===== src/rtl/npcnn_pkg.sv =====
// Shared constants, FSM state type and geometry helpers for the npcnn result sink.
package npcnn_pkg;

  localparam int DW = 20;

  typedef enum logic [1:0] {
    IDLE    = 2'd0,
    CAPTURE = 2'd1,
    READY   = 2'd2
  } state_t;

  function automatic int out_size(input int a_size, input int f_size,
                                  input int stride, input int zeropadding);
    return (a_size - f_size + 2 * zeropadding) / stride + 1;
  endfunction

  // An address bus is never narrower than one bit, even for a 1-word map.
  function automatic int addr_width(input int n);
    return (n > 1) ? $clog2(n) : 1;
  endfunction

endpackage


===== src/rtl/npcnn_result_sink_if.sv =====
// Engine-stream, host-readback and status signals of the result sink in one bundle.
interface npcnn_result_sink_if #(
  parameter int DW = 20,
  parameter int AW = 4,
  parameter int CW = 5
);
  logic          arm;
  logic [DW-1:0] in_data;
  logic          in_vld;
  logic          in_done;
  logic          rd_en;
  logic [AW-1:0] rd_addr;
  logic [DW-1:0] rd_data;
  logic          rd_vld;
  logic          busy;
  logic          ready;
  logic [CW-1:0] count;
  logic          err_overflow;
  logic          err_short;

  modport master (
    output arm, in_data, in_vld, in_done, rd_en, rd_addr,
    input  rd_data, rd_vld, busy, ready, count, err_overflow, err_short
  );

  modport slave (
    input  arm, in_data, in_vld, in_done, rd_en, rd_addr,
    output rd_data, rd_vld, busy, ready, count, err_overflow, err_short
  );
endinterface


===== src/rtl/npcnn_obuf.sv =====
// Feature-map buffer: simple dual-port RAM, synchronous write, registered read-before-write.
module npcnn_obuf #(
  parameter int DEPTH = 16,
  parameter int AW    = 4,
  parameter int DW    = 20
) (
  input  logic          clk,
  input  logic          we,
  input  logic [AW-1:0] waddr,
  input  logic [DW-1:0] wdata,
  input  logic          re,
  input  logic [AW-1:0] raddr,
  output logic [DW-1:0] rdata
);

  logic [DW-1:0] mem [DEPTH];

  // NOTE: the array has no reset so it maps onto block RAM; consumers gate stale words instead.
  always_ff @(posedge clk) begin
    if (we && int'(waddr) < DEPTH) mem[waddr] <= wdata;
    if (re && int'(raddr) < DEPTH) rdata <= mem[raddr];
  end

endmodule


===== src/rtl/npcnn_result_sink.sv =====
// Captures one raster frame of convolution results, flags protocol errors, serves host reads.
module npcnn_result_sink
  import npcnn_pkg::*;
#(
  parameter int a_size      = 6,
  parameter int f_size      = 3,
  parameter int stride      = 1,
  parameter int zeropadding = 0,
  parameter int DW          = npcnn_pkg::DW
) (
  input logic                clk,
  input logic                reset,
  npcnn_result_sink_if.slave bus
);

  localparam int O_SIZE = out_size(a_size, f_size, stride, zeropadding);
  localparam int N      = O_SIZE * O_SIZE;
  localparam int AW     = addr_width(N);
  localparam int CW     = $clog2(N + 1);
  localparam logic [CW-1:0] N_C = CW'(N);

  state_t        state_q, state_d;
  logic [CW-1:0] count_q, count_d;
  logic          err_o_q, err_o_d;
  logic          err_s_q, err_s_d;
  logic          busy_q, ready_q;
  logic          rd_vld_q, rd_ok_q;
  logic          wr_en;
  logic [DW-1:0] ram_q;

  // NOTE: every always_comb output gets a default first, so no path can infer a latch.
  always_comb begin
    state_d = state_q;
    count_d = count_q;
    err_o_d = err_o_q;
    err_s_d = err_s_q;
    wr_en   = 1'b0;
    unique case (state_q)
      IDLE: begin
        if (bus.arm) begin
          state_d = CAPTURE;
          count_d = '0;
          err_o_d = 1'b0;
          err_s_d = 1'b0;
        end
      end
      CAPTURE: begin
        if (bus.arm) begin
          // Restart wins over a coincident word, which is dropped.
          count_d = '0;
          err_o_d = 1'b0;
          err_s_d = 1'b0;
        end else begin
          if (bus.in_vld && count_q != N_C) begin
            wr_en   = 1'b1;
            count_d = count_q + 1'b1;
          end
          if (count_d == N_C) begin
            state_d = READY;
          end else if (bus.in_done) begin
            err_s_d = 1'b1;
            state_d = READY;
          end
        end
      end
      READY: begin
        if (bus.arm) begin
          state_d = CAPTURE;
          count_d = '0;
          err_o_d = 1'b0;
          err_s_d = 1'b0;
        end else if (bus.in_vld) begin
          err_o_d = 1'b1;
        end
      end
      default: state_d = IDLE;
    endcase
  end

  // NOTE: sequential state uses non-blocking assignments so all registers update together.
  always_ff @(posedge clk) begin
    if (reset) begin
      state_q  <= IDLE;
      count_q  <= '0;
      err_o_q  <= 1'b0;
      err_s_q  <= 1'b0;
      busy_q   <= 1'b0;
      ready_q  <= 1'b0;
      rd_vld_q <= 1'b0;
      rd_ok_q  <= 1'b0;
    end else begin
      state_q  <= state_d;
      count_q  <= count_d;
      err_o_q  <= err_o_d;
      err_s_q  <= err_s_d;
      busy_q   <= (state_d == CAPTURE);
      ready_q  <= (state_d == READY);
      rd_vld_q <= bus.rd_en;
      // Addresses not yet written in this frame read back as zero.
      if (bus.rd_en)
        rd_ok_q <= (int'(bus.rd_addr) < N) && (int'(bus.rd_addr) < int'(count_q));
    end
  end

  npcnn_obuf #(.DEPTH(N), .AW(AW), .DW(DW)) u_obuf (
    .clk   (clk),
    .we    (wr_en),
    .waddr (count_q[AW-1:0]),
    .wdata (bus.in_data),
    .re    (bus.rd_en),
    .raddr (bus.rd_addr),
    .rdata (ram_q)
  );

  assign bus.rd_data      = rd_ok_q ? ram_q : '0;
  assign bus.rd_vld       = rd_vld_q;
  assign bus.busy         = busy_q;
  assign bus.ready        = ready_q;
  assign bus.count        = count_q;
  assign bus.err_overflow = err_o_q;
  assign bus.err_short    = err_s_q;

endmodule


===== src/flat_wrapper.sv =====
// flat-port wrapper written by rule: the top's interface ports become plain ports
module npcnn_result_sink_flat import npcnn_pkg::*;
#(
  parameter int a_size      = 6,
  parameter int f_size      = 3,
  parameter int stride      = 1,
  parameter int zeropadding = 0,
  parameter int DW          = npcnn_pkg::DW
)
  (clk, reset, bus_arm, bus_in_data, bus_in_vld, bus_in_done, bus_rd_en, bus_rd_addr, bus_rd_data, bus_rd_vld, bus_busy, bus_ready, bus_count, bus_err_overflow, bus_err_short);
  npcnn_result_sink_if #(.DW(DW), .AW(($clog2(((((6) - (3) + 2 * (0)) / (1) + 1) * (((6) - (3) + 2 * (0)) / (1) + 1))))), .CW(($clog2(((((6) - (3) + 2 * (0)) / (1) + 1) * (((6) - (3) + 2 * (0)) / (1) + 1)) + 1)))) bus_i ();
  input logic clk;
  input logic reset;
  input wire logic [$bits(bus_i.arm)-1:0] bus_arm;
  input wire logic [$bits(bus_i.in_data)-1:0] bus_in_data;
  input wire logic [$bits(bus_i.in_vld)-1:0] bus_in_vld;
  input wire logic [$bits(bus_i.in_done)-1:0] bus_in_done;
  input wire logic [$bits(bus_i.rd_en)-1:0] bus_rd_en;
  input wire logic [$bits(bus_i.rd_addr)-1:0] bus_rd_addr;
  output wire logic [$bits(bus_i.rd_data)-1:0] bus_rd_data;
  output wire logic [$bits(bus_i.rd_vld)-1:0] bus_rd_vld;
  output wire logic [$bits(bus_i.busy)-1:0] bus_busy;
  output wire logic [$bits(bus_i.ready)-1:0] bus_ready;
  output wire logic [$bits(bus_i.count)-1:0] bus_count;
  output wire logic [$bits(bus_i.err_overflow)-1:0] bus_err_overflow;
  output wire logic [$bits(bus_i.err_short)-1:0] bus_err_short;
  assign bus_i.arm = bus_arm;
  assign bus_i.in_data = bus_in_data;
  assign bus_i.in_vld = bus_in_vld;
  assign bus_i.in_done = bus_in_done;
  assign bus_i.rd_en = bus_rd_en;
  assign bus_i.rd_addr = bus_rd_addr;
  assign bus_rd_data = bus_i.rd_data;
  assign bus_rd_vld = bus_i.rd_vld;
  assign bus_busy = bus_i.busy;
  assign bus_ready = bus_i.ready;
  assign bus_count = bus_i.count;
  assign bus_err_overflow = bus_i.err_overflow;
  assign bus_err_short = bus_i.err_short;
  npcnn_result_sink #(.a_size(a_size), .f_size(f_size), .stride(stride), .zeropadding(zeropadding), .DW(DW)) u_core (.clk(clk), .reset(reset), .bus(bus_i));
endmodule

===== config.mk =====
export PLATFORM = sky130hd
export DESIGN_NAME = npcnn_result_sink_flat
export DESIGN_NICKNAME = d
export VERILOG_FILES = /design/src/rtl/npcnn_pkg.sv /design/src/rtl/npcnn_result_sink_if.sv /design/src/rtl/npcnn_obuf.sv /design/src/rtl/npcnn_result_sink.sv /design/src/flat_wrapper.sv
export SDC_FILE = /design/constraint.sdc
export NUM_CORES = 1
export LEC_CHECK = 0
export BUFFER_PORTS_ARGS = -buffer_cell sky130_fd_sc_hd__clkbuf_2
export CAP_MARGIN = 30
export CORE_ASPECT_RATIO = 0.6
export CORE_MARGIN = 8
export CORE_UTILIZATION = 44
export CTS_BUF_LIST = sky130_fd_sc_hd__clkbuf_8
export DETAILED_ROUTE_END_ITERATION = 10
export HOLD_SLACK_MARGIN = 0.03
export PLACE_DENSITY_LB_ADDON = 0.05
export REMOVE_ABC_BUFFERS = 1
export SLEW_MARGIN = 20
export SYNTH_ARGS = -nofsm -noshare
export SYNTH_HDL_FRONTEND = slang
export SYNTH_SLANG_ARGS = --single-unit
export TNS_END_PERCENT = 5

===== constraint.sdc =====
create_clock -name clk -period 5.51 [get_ports clk]
set_clock_uncertainty 0.05 [all_clocks]
set_input_delay 0.2755 -clock clk [delete_from_list [all_inputs] [get_ports clk]]
set_output_delay 0.2755 -clock clk [all_outputs]
set_load 0.05 [all_outputs]

# After elaboration in Yosys (flattened, before gate mapping)
# Memory sizes are Yosys's and may differ from the RTL's. A register that Yosys moved wholly into a read port is not among the register bits.
# Cells that the tools add are included.
# Widths: inputs -> output; s select.
[word_totals] memories=1 ram_bits=320 romBits=0 in_bits=30 elab_cells=56 register_bits=13 latchBits=0 output_inout_bits=30
[op_classes] reduce_logical=9 eq_ne=11 bitwise_logic=0 n_mul=0 mux=25 div_mod_pow=0 n_addsub=1 n_shift=0 n_lt_le_gt_ge=1
[mem_list] memory="u_core.u_obuf.mem" words=16 word_bits=20 read_ports=1 rd_ports_with_merged_regs=1 wr=1 line_no="npcnn_obuf.sv:16" rtl="logic [DW-1:0] mem [DEPTH];"
[op_table] cell="$mux 5" n=5
[op_table] cell="$mux 20" n=1
[op_table] cell="$mux 1" n=11
[op_table] cell="$pmux 5 s2" n=1
[op_table] cell="$ne 3x3->1 const B" n=3
[op_table] cell="$mux 2" n=4
[op_table] cell="$add 5x1->5 const B" n=1
[op_table] cell="$eq 5x5->1 const B" n=1
[op_table] cell="$lt 4x5->1" n=1
[op_table] cell="$ne 5x5->1 const B" n=1
[op_table] cell="$eq 2x1->1 const B" n=2
[op_table] cell="$eq 2x2->1 const B" n=2
[op_table] cell="$ne 2x1->1 const B" n=2
[op_table] cell="$pmux 1 s2" n=2
[op_table] cell="$pmux 2 s2" n=1
[op_table] cell="$reduce_and 4->1" n=1
[op_table] cell="$reduce_bool 2->1" n=2
[op_table] cell="$reduce_or 2->1" n=2
[op_table] cell="$reduce_and 3->1" n=1
[op_table] cell="$logic_not 2->1" n=1
[op_table] cell="$reduce_and 2->1" n=1
[op_table] cell="$logic_and 1x1->1" n=1

# Depth between registers and ports, before layout
# Gate-level depths: netlist of run 1.
[logic_depth] ltp_word=10 ltp_mapped=8 depth_no_buf=6

# Cells and area by module
# Synthesis of run 1 repeated with hierarchy kept, for this count alone.
[unflattened] cells_unflattened=653 area_unflattened_um2=13691.9
[by_module_without_submodules] mod="npcnn_obuf" seq_area_each_um2=10209.8 cells_each=533 area_each_um2=12731.0 n_inst=1
[by_module_without_submodules] mod="npcnn_result_sink" seq_area_each_um2=260.2 cells_each=120 area_each_um2=960.9 n_inst=1

# Worst setup path after synthesis of run 1
# OpenSTA, ideal clock, no wires.
[synth_timing] path_kind="register to register" start="register u_core.count_q[0] (netlist: u_core.bus.count[0])" end="memory u_core.u_obuf.mem[0][0] (enable)" arrival_ps=3277 t_required_ps=5038 setup_time_ps=422 period_less_slack_ps=3749 stages_incl_launch_ff=9 setup_slack_ps=1761 n_path_buf=2 path_cell_list="dfxtp_1 -> clkbuf_1 -> inv_1 -> ha_1 -> nand4bb_1 -> and2_0 -> clkbuf_1 -> nand3_1 -> nor3_1"
[synth_between] elab_chain_len=7
[synth_lines] element="start: declaration" line_no="npcnn_result_sink.sv:23" rtl="logic [CW-1:0] count_q, count_d;"
[synth_lines] element="start signal: assignment" line_no="npcnn_result_sink.sv:93" rtl="count_q <= count_d;"
[synth_lines] element="$ne 5x5->1" line_no="npcnn_result_sink.sv:54" rtl="if (bus.in_vld && count_q != N_C) begin"
[synth_lines] element="$logic_and 1x1->1" line_no="npcnn_result_sink.sv:54"
[synth_lines] element="$mux 1" line_no="npcnn_result_sink.sv:54"
[synth_lines] element="$mux 1" line_no="npcnn_result_sink.sv:48" rtl="if (bus.arm) begin"
[synth_lines] element="$mux 1" line_no="npcnn_result_sink.sv:38" rtl="unique case (state_q)"
[synth_lines] element="$mux 1" line_no="npcnn_obuf.sv:20" rtl="if (we && int'(waddr) < DEPTH) mem[waddr] <= wdata;"
[synth_lines] element="$mux 1 (implied by the code)" line_no="npcnn_obuf.sv:20"
[synth_lines] element="end: declaration" line_no="npcnn_obuf.sv:16"
# Parallel ways exist; a longest one is shown, timed or not.

# Worst setup path in the final report of run 1
[layout_timing] start="register u_core.count_q[0] (netlist: u_core.bus.count[0])" end="memory u_core.u_obuf.mem[8][18] (enable)"
# The elaborated chain is that of the path after synthesis.

==> metrics, run 1 <==
Reg2Reg Depth 7; Avg WL per Cell about 27 µm; top cells by count, synth edfxtp_1, mux4_2, clkbuf_1; cell with the most instances after synthesis edfxtp_1; FP Rows 50; max cap viols 0; Worst Path Arrival 3.18 ns; H-Tree Depth 2; Seq/Total Area, Yosys 0.767; worst reg-to-reg setup slack 2.53 ns; CP Capture Type flip-flop; Die Y between 150 and 200 µm; reg2reg end u_core.u_obuf.mem[8][18]$_DFFE_PP_; initial antenna violation count 2; largest net degree at the start of global routing between 50 and 60; Final #Nets between 700 and 800; CTS tree yes; top cell type's share of synthesized area 0.748; Gates resized, CTS repair 0; Via Count 6,488; Tcrit/Tclk final 0.541; final non-filler cell total approximately 1,200; routability-driven placement congestion ratio 0.795; status finished, final reports clean; worst r2r src u_core.bus.count[0]$_SDFFE_PP0P_; layout cells sized above 1 0.344; Max FO, Critical Path 13; crit path to u_core.u_obuf.mem[8][18]$_DFFE_PP_; CP max stage delay 0.55 ns; Post-CTS Setup Bufs 0; final setup violation count 0; gr ovfl total 0; Clk Tree Root Cell clkbuf_8; worst slack, placed 2.59 ns; Synth area leader edfxtp_1; critical path required time about 5.7 ns; vias in the first global route 6,775; crit path cell chain inv_1 > ha_1 > nand4bb_1 > and2_0 > nand3_1 > nor2_2 > buf_4; P_int 0.00404 W; Tmin final ~3 ns; Clock Path Buffers 3; drt total wl ~31 mm; drt pass-1 iters 4; Total Power around 0.0052 W; sw frac 0.217; Slew @ Worst Pin between 0.9 and 1 ns; clk_lat worst skew roughly 0.57 ns; Core Util, Final 0.505; largest cells by area after synthesis edfxtp_1, mux4_2, dfxtp_1; Main synth FF type edfxtp_1; P_leak 5.10 nW; Clk pwr share 0.373; Logic pwr share 0.052; Power Density around 330 mW/mm²; Async SR Flop Fraction 0; Starting Density 0.443; ANT nets after route 0; ant diodes 0; dpl cells 1,075; Setup TNS 0 ns; Core Area 0.0308 mm²; number of flops mapped to enable cells by yosys between 300 and 400; Achievable Freq roughly 340 MHz; number of clock sinks between 300 and 400; maximum vdd drop roughly 0.16 mV; drt initial violations ~520; final worst slack 2.53 ns; Via density between 5 and 6; final routed DRC violation total 0; first-pass GRT wire length 46.2 mm; GRT Util Overall 0.169; slew margin rel. 0.398; CTS Buf Count 52; switching power roughly 0.0011 W; Layout area overhead 14.0%; Seq pwr share 0.575; die width 243 µm; Crit Path Class flip-flop to flip-flop; CP max stage cell dfxtp_1; die area roughly 0.037 mm²; Syn Area/Cell between 20 and 25 µm²; delay-heaviest family, CP simple AND/OR/NAND/NOR gates; Worst Hold Class primary input to flip-flop; cell count after synthesis around 600; Hold Vio Cnt, Final 0; register bit total from synthesis between 300 and 400; Yosys cell types 39; Setup crit start kind flip-flop; Mapped Area about 0.014 mm²; I/O pin count 60; clk slew on worst S/H paths approximately 0.06 ns; Final HPWL DP 17.4 mm; yosys warns 0; Worst path depth 7; Port Buf Inserts ~60; crit path from u_core.bus.count[0]$_SDFFE_PP0P_; Max Slew Vio Count 0; Buf/Inv on CP 2; RSZ-0062 raised after global routing no
[cell usage in the layout (no fill, tap or decap), drive strengths merged, types with 3 or more instances in the layout]
| master | count |
|---|---|
| nand4 | 3 |
| nand2 | 9 |
| edfxtp | 340 |
| nor2 | 21 |
| buf | 28 |
| mux4 | 100 |
| ha | 7 |
| dlygate4sd3 | 4 |
| o21ai | 9 |
| nor3 | 6 |
| clkbuf | 113 |
| dfxtp | 13 |
| nand3b | 3 |
| clkinv | 11 |
| and2 | 22 |
| a21oi | 4 |
| nand3 | 4 |
| inv | 28 |
[power by group through the flow]
stage	clock network, W	logic, W	registers [W]
after floorplan	0	0.000128	0.00303
after global placement	0	0.000263	0.00303
after detailed placement	0	0.000273	0.00303
after CTS	0.00200	0.000275	0.00297
after global routing	0.00211	0.000287	0.00297
final	0.00193	0.000267	0.00297
[cell type report]
class                   instances  area [µm²]
clock buffers                  56         771
clock inverters                33         158
fillers                      2489       15300
inverters                       7        26.3
multi-input cells             214        3040
flip-flops and latches        353       10500
well taps                     416         520
repair buffers                 89         581
[sequential cells by signal, summed over array words and instances (netlist names), 2 cells and up]
| register | cells |
|---|---|
| u_core.bus.count | 5 |
| u_core.state_q | 2 |
| u_core.u_obuf.mem | 320 |
| u_core.u_obuf.rdata | 20 |
[per-layer routing]
metal,track usage,vias to the layer above,wire length [µm]
met5,0,-,27
met4,0.0359,4,435
met3,0.0380,46,1610
met2,0.264,152,14900
met1,0.243,3513,14500
li1,-,2773,-
[timing repair]
item,4_1_cts,5_1_grt
endpoints found under the hold margin,9,0
hold buffers,4,0
endpoints found under the setup margin,0,0
[kinds of logic after synthesis]
family | synth area share
DFF | 0.767
buffers and inverters | 0.0148
adders and majority gates | 0.00641
AOI/OAI and AO/OA | 0.0145
muxes | 0.167
and+or+nand+nor | 0.0297
xor gates and xnor gates | 0.00128
[how the worst min path moves through the flow]
stage | slack [ns] | startpoint | end | cells after the start
6_report | 0.08 | bus_in_data[17] | u_core.u_obuf.mem[4][17]$_DFFE_PP_ | 1
5_1_grt | 0.05 | bus_in_data[2] | u_core.u_obuf.mem[10][2]$_DFFE_PP_ | 1
4_1_cts | 0.03 | bus_in_data[1] | u_core.u_obuf.mem[11][1]$_DFFE_PP_ | 1
3_5_place_dp | 0.43 | u_core.bus.err_overflow$_SDFFE_PP0P_ | u_core.bus.err_overflow$_SDFFE_PP0P_ | 2
3_3_place_gp | 0.42 | u_core.bus.err_overflow$_SDFFE_PP0P_ | u_core.bus.err_overflow$_SDFFE_PP0P_ | 2
2_1_floorplan | 0.29 | reset | u_core.bus.rd_vld$_SDFF_PP0_ | 1
[stage by stage]
step	cell area (µm²)	hold WS, ns
6_report	15600	0.0826
5_1_grt	15600	0.0517
4_1_cts	15600	0.0309
3_5_place_dp	14600	0.431
3_3_place_gp	14500	0.417
2_1_floorplan	13500	0.292
Power figures use the tool's default switching activity.
==> run 2, diff against run 1 <==
--- a/config.mk
+++ b/config.mk
@@ -5,6 +5,7 @@
 export SDC_FILE = /design/constraint.sdc
 export NUM_CORES = 1
 export LEC_CHECK = 0
+export ABC_AREA = 1
 export BUFFER_PORTS_ARGS = -buffer_cell sky130_fd_sc_hd__clkbuf_2
 export CAP_MARGIN = 30
 export CORE_ASPECT_RATIO = 0.6
==> constraint.sdc (replaced) <==
create_clock -name clk -period 2.5 [get_ports clk]
set_clock_uncertainty 0.05 [all_clocks]
set_input_delay 0.125 -clock clk [delete_from_list [all_inputs] [get_ports clk]]
set_output_delay 0.125 -clock clk [all_outputs]
set_load 0.05 [all_outputs]
==> run 2 against run 1 <==
Hold slack worse by 0.024 ns. Register-to-register slack worse by 2.2 ns. Sequential share of layout area is 3.5 points lower. Global-route usage is 2.0 points higher. Via count is 30% higher. First-iteration DRC count is 11% higher. Critical endpoint is now u_core.u_obuf.mem[6][15]$_DFFE_PP_.
==> metrics, run 2 <==
status finished, final reports clean (unchanged); die width 247 µm (was 243 µm); critical path required time 2.73 ns (was 5.71 ns); Setup crit start kind flip-flop (unchanged); commonest cells after routing, fill and taps aside edfxtp_1, nor2_1, o21ai_0, nand2_1, mux2i_1 (was edfxtp_1, mux4_2, clkbuf_2, clkbuf_8, inv_1); die area 0.0382 mm² (was 0.0371 mm²); Max Slew Vio Count 0 (unchanged); Clock Path Buffers 3 (unchanged); register bit total from synthesis 353 (unchanged); Final Cell Area 0.0164 mm² (was 0.0156 mm²); Slew @ Worst Pin 0.920 ns (was 0.903 ns); ANT nets after route 0 (unchanged); most common cell after layout, fill and taps aside edfxtp_1 (unchanged); Area after DPL 0.0152 mm² (was 0.0146 mm²); top cells by count, synth edfxtp_1, nor2_1, o21ai_0 (was edfxtp_1, mux4_2, clkbuf_1); Largest Register u_core.u_obuf.mem (unchanged); clk_lat worst skew 0.60 ns (was 0.57 ns); P_leak 5.85 nW (was 5.10 nW); initial antenna violation count 1 (was 2); GRT Util Overall 0.189 (was 0.169); largest net degree at the start of global routing 69 (was 54); Achievable Freq 456 MHz (was 335 MHz); hold buffer count at CTS 27 (was 4); worst reg-to-reg setup slack 0.31 ns (was 2.53 ns); layout cells sized above 1 0.178 (was 0.344); Async SR Flop Fraction 0 (unchanged); Post-Synth XOR/XNOR Area 0 (was 0.00128); Avg WL per Cell 23.0 µm (was 26.9 µm); Max FO, Critical Path 13 (unchanged); Syn Area/Cell 14.3 µm² (was 22.5 µm²); Layout area overhead 16.4% (was 14.0%); WHS Endpoint u_core.u_obuf.mem[9][11]$_DFFE_PP_ (was u_core.u_obuf.mem[4][17]$_DFFE_PP_); Mapped Area 0.0141 mm² (was 0.0137 mm²); Gates resized, CTS repair 0 (unchanged); Synth Area in Compound Gates 0.0922 (was 0.0145); Core Area 0.0313 mm² (was 0.0308 mm²); CP Capture Type flip-flop (unchanged); routability-driven placement congestion ratio 0.791 (was 0.795); Starting Density 0.450 (was 0.443); final setup violation count 0 (unchanged); RSZ-0062 raised after global routing no (unchanged); yosys warns 0 (unchanged); gr ovfl total 0 (unchanged); I/O pin count 60 (unchanged); post-synthesis mux area share 0.0475 (was 0.167); Clk Tree Root Cell clkbuf_8 (unchanged); Hold Crit Depth 1 (unchanged); Power Density 718 mW/mm² (was 332 mW/mm²); CTS tree yes (unchanged); Setup TNS 0 ns (unchanged); Main synth FF type edfxtp_1 (unchanged); Yosys cell types 28 (was 39); Tcrit/Tclk final 0.877 (was 0.541); max cap viols 0 (unchanged); drt total wl 36.3 mm (was 31.4 mm); Final #Nets 1,155 (was 754); Post-Synth Simple-Gate Area 0.0742 (was 0.0297); post-synthesis adder-cell area fraction 0.00621 (was 0.00641); Worst Path Arrival 2.43 ns (was 3.18 ns); first-pass GRT wire length 54.3 mm (was 46.2 mm); Port Buf Inserts 59 (unchanged); Seq/Total Area, Yosys 0.742 (was 0.767); filler instances 2,650 (was 2,489); Synth area leader edfxtp_1 (unchanged); final routed DRC violation total 0 (unchanged); Hold Vio Cnt, Final 0 (unchanged); Worst Hold Class primary input to flip-flop (unchanged); Reg2Reg Depth 10 (was 7); max reg flops 320 (unchanged); worst r2r src u_core.bus.count[0]$_SDFFE_PP0P_ (unchanged); ant diodes 0 (unchanged); reg2reg end u_core.u_obuf.mem[6][15]$_DFFE_PP_ (was u_core.u_obuf.mem[8][18]$_DFFE_PP_); Crit Path Class flip-flop to flip-flop (unchanged); slew margin rel. 0.387 (was 0.398); largest family of logic cells by synthesized area compound AO/OA/AOI/OAI gates (was multiplexers); Via density 5.36 (was 5.55); FP Rows 50 (unchanged); cell with the most instances after synthesis edfxtp_1 (unchanged); Hold Path Origin bus_in_data[11] (was bus_in_data[17]); Tmin final 2.19 ns (was 2.98 ns); H-Tree Depth 2 (unchanged); top cell type's share of synthesized area 0.724 (was 0.748); number of flops mapped to enable cells by yosys 340 (unchanged); maximum vdd drop 0.478 mV (was 0.162 mV); Post-CTS Setup Bufs 0 (unchanged); cell count after synthesis 986 (was 608); vias in the first global route 8,406 (was 6,775); clk slew on worst S/H paths 0.07 ns (was 0.06 ns); Die Y 155 µm (was 152 µm); drt pass-1 iters 5 (was 4); Via Count 8,430 (was 6,488); Final HPWL DP 22.4 mm (was 17.4 mm); CTS Buf Count 51 (was 52); drt initial violations 583 (was 524); number of clock sinks 353 (unchanged); largest cells by area after synthesis edfxtp_1, mux2i_1, nor2_1 (was edfxtp_1, mux4_2, dfxtp_1)
[run 2: cell count changes after synthesis, moves of 54 or more]
cell,change
nand2_1,+62
o221ai_1,+54
mux2i_1,+67
mux4_2,-94
o21ai_0,+86
nor2_1,+107
[run 2: cell type report]
cell class | instances | area (µm²) | share of cell area
sequential | 353 | 10500 | 0.638
multi-input combinational | 527 | 3150 | 0.192
timing repair buffer | 141 | 1140 | 0.0693
clock buffer | 53 | 729 | 0.0444
tap | 416 | 520 | 0.0317
clock inverter | 40 | 238 | 0.0145
inverter | 44 | 166 | 0.0101
[run 2: per-layer routing]
layer / vias to the layer above / routed length [µm] / global-route usage
met3: 61 / 2050 / 0.0380
met1: 4188 / 17600 / 0.278
met5: - / 0 / 0
li1: 3984 / - / -
met2: 197 / 15900 / 0.286
met4: 0 / 660 / 0.0442
[run 2: worst max-delay path by stage]
stage	start	to	slack (ns)	cells after the start
after floorplan	u_core.bus.count[0]$_SDFFE_PP0P_	u_core.u_obuf.mem[3][0]$_DFFE_PP_	-1.04	9
after global placement	u_core.bus.count[0]$_SDFFE_PP0P_	u_core.u_obuf.mem[7][15]$_DFFE_PP_	0.35	10
after detailed placement	u_core.bus.count[0]$_SDFFE_PP0P_	u_core.u_obuf.mem[7][15]$_DFFE_PP_	0.32	10
after CTS	u_core.bus.count[0]$_SDFFE_PP0P_	u_core.u_obuf.mem[7][9]$_DFFE_PP_	0.29	10
after global routing	u_core.bus.count[0]$_SDFFE_PP0P_	u_core.bus.err_short$_SDFFE_PP0P_	0.11	13
final	u_core.bus.count[0]$_SDFFE_PP0P_	u_core.u_obuf.mem[6][15]$_DFFE_PP_	0.31	10
[run 2: kinds of logic after synthesis]
logic type / after synthesis
adder cells (fa/ha/maj): 7
flip-flops: 353
AO/OA/AOI/OAI: 202
multiplexers: 67
buffers and inverters: 106
AND/OR/NAND/NOR: 251
[run 2: stage by stage]
step / setup WS [ns] / utilization / power (W) / cells / hold WS, ns
2_1_floorplan: -1.04 / - / 0.00698 / 924 / 0.144
3_3_place_gp: 0.346 / 0.484 / 0.00742 / 1454 / 0.345
3_5_place_dp: 0.324 / 0.484 / 0.00742 / 1454 / 0.362
4_1_cts: 0.291 / 0.524 / 0.0119 / 1574 / 0.0656
5_1_grt: 0.108 / 0.524 / 0.0122 / 1574 / 0.0427
6_report: 0.308 / 0.524 / 0.0118 / 1574 / 0.0583
[run 2: where the power goes]
part           switching [W]  internal [W]  leakage, nW
clock                0.00220       0.00227        0.535
sequential         0.0000114       0.00653         3.18
combinational       0.000550      0.000225         2.14
total                0.00276       0.00902         5.85
[run 2: worst max-delay path, cell delays in order, from the launching register on]
cell     delay [ns]
dfxtp_1        0.33
inv_1          0.08
ha_1           0.22
nand2_1        0.07
inv_1          0.05
nand2_2        0.09
nand2_2        0.07
nor2_1         0.24
nand2_1        0.23
nor2_2         0.20
buf_4          0.26
==> run 3, diff against run 2 <==
--- a/config.mk
+++ b/config.mk
@@ -10,7 +10,7 @@
 export CAP_MARGIN = 30
 export CORE_ASPECT_RATIO = 0.6
 export CORE_MARGIN = 8
-export CORE_UTILIZATION = 44
+export CORE_UTILIZATION = 32
 export CTS_BUF_LIST = sky130_fd_sc_hd__clkbuf_8
 export DETAILED_ROUTE_END_ITERATION = 10
 export HOLD_SLACK_MARGIN = 0.03
==> constraint.sdc (replaced) <==
create_clock -name clk -period 2.5 [get_ports clk]
set_clock_uncertainty 0.05 [all_clocks]
set_input_delay 0.25 -clock clk [delete_from_list [all_inputs] [get_ports clk]]
set_output_delay 0.25 -clock clk [all_outputs]
set_load 0.05 [all_outputs]
==> run 3 against run 2 <==
First-iteration DRC count shrank 3.1%. Non-clock buffer count decreased by 25. Die area up 34%. Via count is 0.26% lower. Critical path type unchanged. Power grew 2.2%. Largest power group unchanged. Flip-flop and latch count stayed put. Cell count rose by 9.5%. Hold slack about the same. Sequential share of layout area shrank 0.67 points. Routed wire length up 9.1%. Global-route usage shrank 3.6 points.
==> metrics, run 3 (same netlist as run 2, synthesis figures left out) <==
status finished, final reports clean (unchanged); RSZ-0062 raised after global routing no (unchanged); drt total wl 39.6 mm (was 36.3 mm); Avg WL per Cell 22.9 µm (was 23.0 µm); vias in the first global route 8,498 (was 8,406); P_leak 5.84 nW (was 5.85 nW); max cap viols 0 (unchanged); maximum vdd drop 0.382 mV (was 0.478 mV); Reg2Reg Depth 14 (was 10); Final Cell Area 0.0166 mm² (was 0.0164 mm²); Layout area overhead 17.6% (was 16.4%); Hold Vio Cnt, Final 0 (unchanged); Clk Tree Root Cell clkbuf_8 (unchanged); Tmin final 2.31 ns (was 2.19 ns); GRT Util Overall 0.153 (was 0.189); slew margin rel. 0.547 (was 0.387); ANT nets after route 0 (unchanged); commonest cells after routing, fill and taps aside edfxtp_1, nor2_1, o21ai_0, nand2_1, mux2i_1 (unchanged); hold buffer count at CTS 12 (was 27); CTS Buf Count 57 (was 51); max reg flops 320 (unchanged); switching power 0.00294 W (was 0.00276 W); Max FO, Critical Path 8 (was 13); Hold Path Origin bus_in_data[19] (was bus_in_data[11]); layout cells sized above 1 0.179 (was 0.178); number of clock sinks 353 (unchanged); largest net degree at the start of global routing 88 (was 69); Gates resized, CTS repair 0 (unchanged); Worst Hold Class primary input to flip-flop (unchanged); Port Buf Inserts 59 (unchanged); drt pass-1 iters 5 (unchanged); final setup violation count 0 (unchanged); Clk pwr share 0.395 (was 0.380); H-Tree Depth 2 (unchanged); Slew @ Worst Pin 0.679 ns (was 0.920 ns); drt initial violations 565 (was 583); Clock Path Buffers 3 (unchanged); Setup crit start kind flip-flop (unchanged); Core Area 0.0434 mm² (was 0.0313 mm²); Achievable Freq 433 MHz (was 456 MHz); Via density 4.88 (was 5.36); Area after DPL 0.0154 mm² (was 0.0152 mm²); Logic pwr share 0.062 (was 0.066); initial antenna violation count 0 (was 1); crit path cell chain buf_4 > ha_1 > nand2_1 > inv_1 > nand2_1 > nand2_1 > nand2_1 > nand2_1 > inv_1 > nand3_2 > nand2_2 > nand2_2 > a21oi_1 > dlygate4sd3_1 (was inv_1 > ha_1 > nand2_1 > inv_1 > nand2_2 > nand2_2 > nor2_1 > nand2_1 > nor2_2 > buf_4); die area 0.0513 mm² (was 0.0382 mm²); WHS Endpoint u_core.u_obuf.mem[14][19]$_DFFE_PP_ (was u_core.u_obuf.mem[9][11]$_DFFE_PP_); P_int 0.00911 W (was 0.00902 W); routability-driven placement congestion ratio 0.733 (was 0.791); Worst Path Arrival 2.81 ns (was 2.43 ns); reg2reg end u_core.state_q[1]$_SDFF_PP0_ (was u_core.u_obuf.mem[6][15]$_DFFE_PP_); CTS tree yes (unchanged); Die Y 179 µm (was 155 µm); CP max stage delay 0.56 ns (was 0.33 ns); ant diodes 0 (unchanged); most common cell after layout, fill and taps aside edfxtp_1 (unchanged); Power Density 726 mW/mm² (was 718 mW/mm²); delay-heaviest family, CP buffers and inverters (was simple AND/OR/NAND/NOR gates); clk slew on worst S/H paths 0.07 ns (about the same); Post-CTS Setup Bufs 0 (unchanged); CP Capture Type flip-flop (unchanged); Seq pwr share 0.543 (was 0.555); worst hold slack 0.0581 ns (was 0.0583 ns); Setup TNS 0 ns (unchanged); gr ovfl total 0 (unchanged); clk_lat worst skew 0.64 ns (was 0.60 ns); critical path required time 3.00 ns (was 2.73 ns); CP max stage cell dlygate4sd3_1 (was dfxtp_1); Starting Density 0.325 (was 0.450); Crit Path Class flip-flop to flip-flop (unchanged); Final #Nets 1,136 (was 1,155); Largest Register u_core.u_obuf.mem (unchanged); FP Rows 59 (was 50); sw frac 0.244 (was 0.234); final routed DRC violation total 0 (unchanged); first-pass GRT wire length 58.6 mm (was 54.3 mm); die width 287 µm (was 247 µm); Hold Crit Depth 1 (unchanged); filler instances 4,161 (was 2,650); I/O pin count 60 (unchanged); crit-path most repeated cell nand2_1; worst r2r src u_core.bus.count[0]$_SDFFE_PP0P_ (unchanged); Max Slew Vio Count 0 (unchanged); Final HPWL DP 24.0 mm (was 22.4 mm); worst reg-to-reg setup slack 0.19 ns (was 0.31 ns); Via Count 8,408 (was 8,430); Buf/Inv on CP 4 (was 3); dpl cells 1,607 (was 1,454); Tcrit/Tclk final 0.923 (was 0.877); final non-filler cell total 1,724 (was 1,574)
==> run 3: cell types whose count changed in the layout (fill, tap and decap cells not counted), moves of 3 or more <==
| cell | before | now |
|---|---|---|
| clkinv_2 | 8 | 11 |
| buf_4 | 44 | 28 |
| nor2_2 | 15 | 10 |
| nor2_4 | 0 | 5 |
| dlygate4sd3_1 | 27 | 12 |
| clkinv_1 | 22 | 19 |
| clkbuf_8 | 53 | 58 |
| inv_1 | 51 | 57 |
| buf_12 | 12 | 17 |
==> run 3: through the flow <==
step / util / power (W) / setup slack [ns]
2_1_floorplan: - / 0.00698 / -1.04
3_3_place_gp: 0.354 / 0.00742 / 0.243
3_5_place_dp: 0.355 / 0.00742 / 0.220
4_1_cts: 0.382 / 0.0122 / 0.206
5_1_grt: 0.382 / 0.0125 / 0.0104
6_report: 0.382 / 0.0120 / 0.191
==> run 3: how the worst max path moves through the flow <==
stage,startpoint,to,slack (ns),cells past startpoint
after floorplan,u_core.bus.count[0]$_SDFFE_PP0P_,u_core.u_obuf.mem[3][0]$_DFFE_PP_,-1.04,9
after detailed placement,u_core.bus.count[1]$_SDFFE_PP0P_,u_core.u_obuf.mem[0][9]$_DFFE_PP_,0.22,10
after global placement,u_core.bus.count[0]$_SDFFE_PP0P_,u_core.u_obuf.mem[13][5]$_DFFE_PP_,0.24,10
after global routing,u_core.bus.count[0]$_SDFFE_PP0P_,u_core.state_q[1]$_SDFF_PP0_,0.01,14
final,u_core.bus.count[0]$_SDFFE_PP0P_,u_core.state_q[1]$_SDFF_PP0_,0.19,14
after CTS,u_core.bus.count[1]$_SDFFE_PP0P_,u_core.u_obuf.mem[0][15]$_DFFE_PP_,0.21,10
==> run 3: worst reg2reg max path, cell delays in order, from the launching register on <==
cell and delay (ns):
dfxtp_1 0.31, buf_4 0.16, ha_1 0.23, nand2_1 0.09, inv_1 0.08, nand2_1 0.12, nand2_1 0.06, nand2_1 0.10
nand2_1 0.06, inv_1 0.06, nand3_2 0.09, nand2_2 0.09, nand2_2 0.06, a21oi_1 0.13, dlygate4sd3_1 0.56
==> run 3: cell type report <==
cell class                 count  area [µm²]  area share
clock buffer                  58         798      0.0481
clock inverter                47         258      0.0155
inverter                      44         166      0.0100
multi-input combinational    527        3180       0.192
sequential                   353       10500       0.631
tap                          579         724      0.0437
timing repair buffer         116         995      0.0600
==> run 3: layer usage <==
metal | global-route usage | vias up | routed length (µm)
li1 | - | 3950 | -
met2 | 0.227 | 184 | 16700
met4 | 0.0337 | 0 | 668
met1 | 0.229 | 4210 | 20200
met3 | 0.0316 | 64 | 1940
met5 | 0 | - | 0
==> run 3: power groups by stage <==
stage | clock, W | sequential, W | combinational, W
finish | 0.00476 | 0.00654 | 0.000751
global route | 0.00518 | 0.00654 | 0.000823
CTS | 0.00492 | 0.00654 | 0.000768
detailed placement | 0 | 0.00666 | 0.000754
global placement | 0 | 0.00666 | 0.000756
floorplan | 0 | 0.00668 | 0.000300
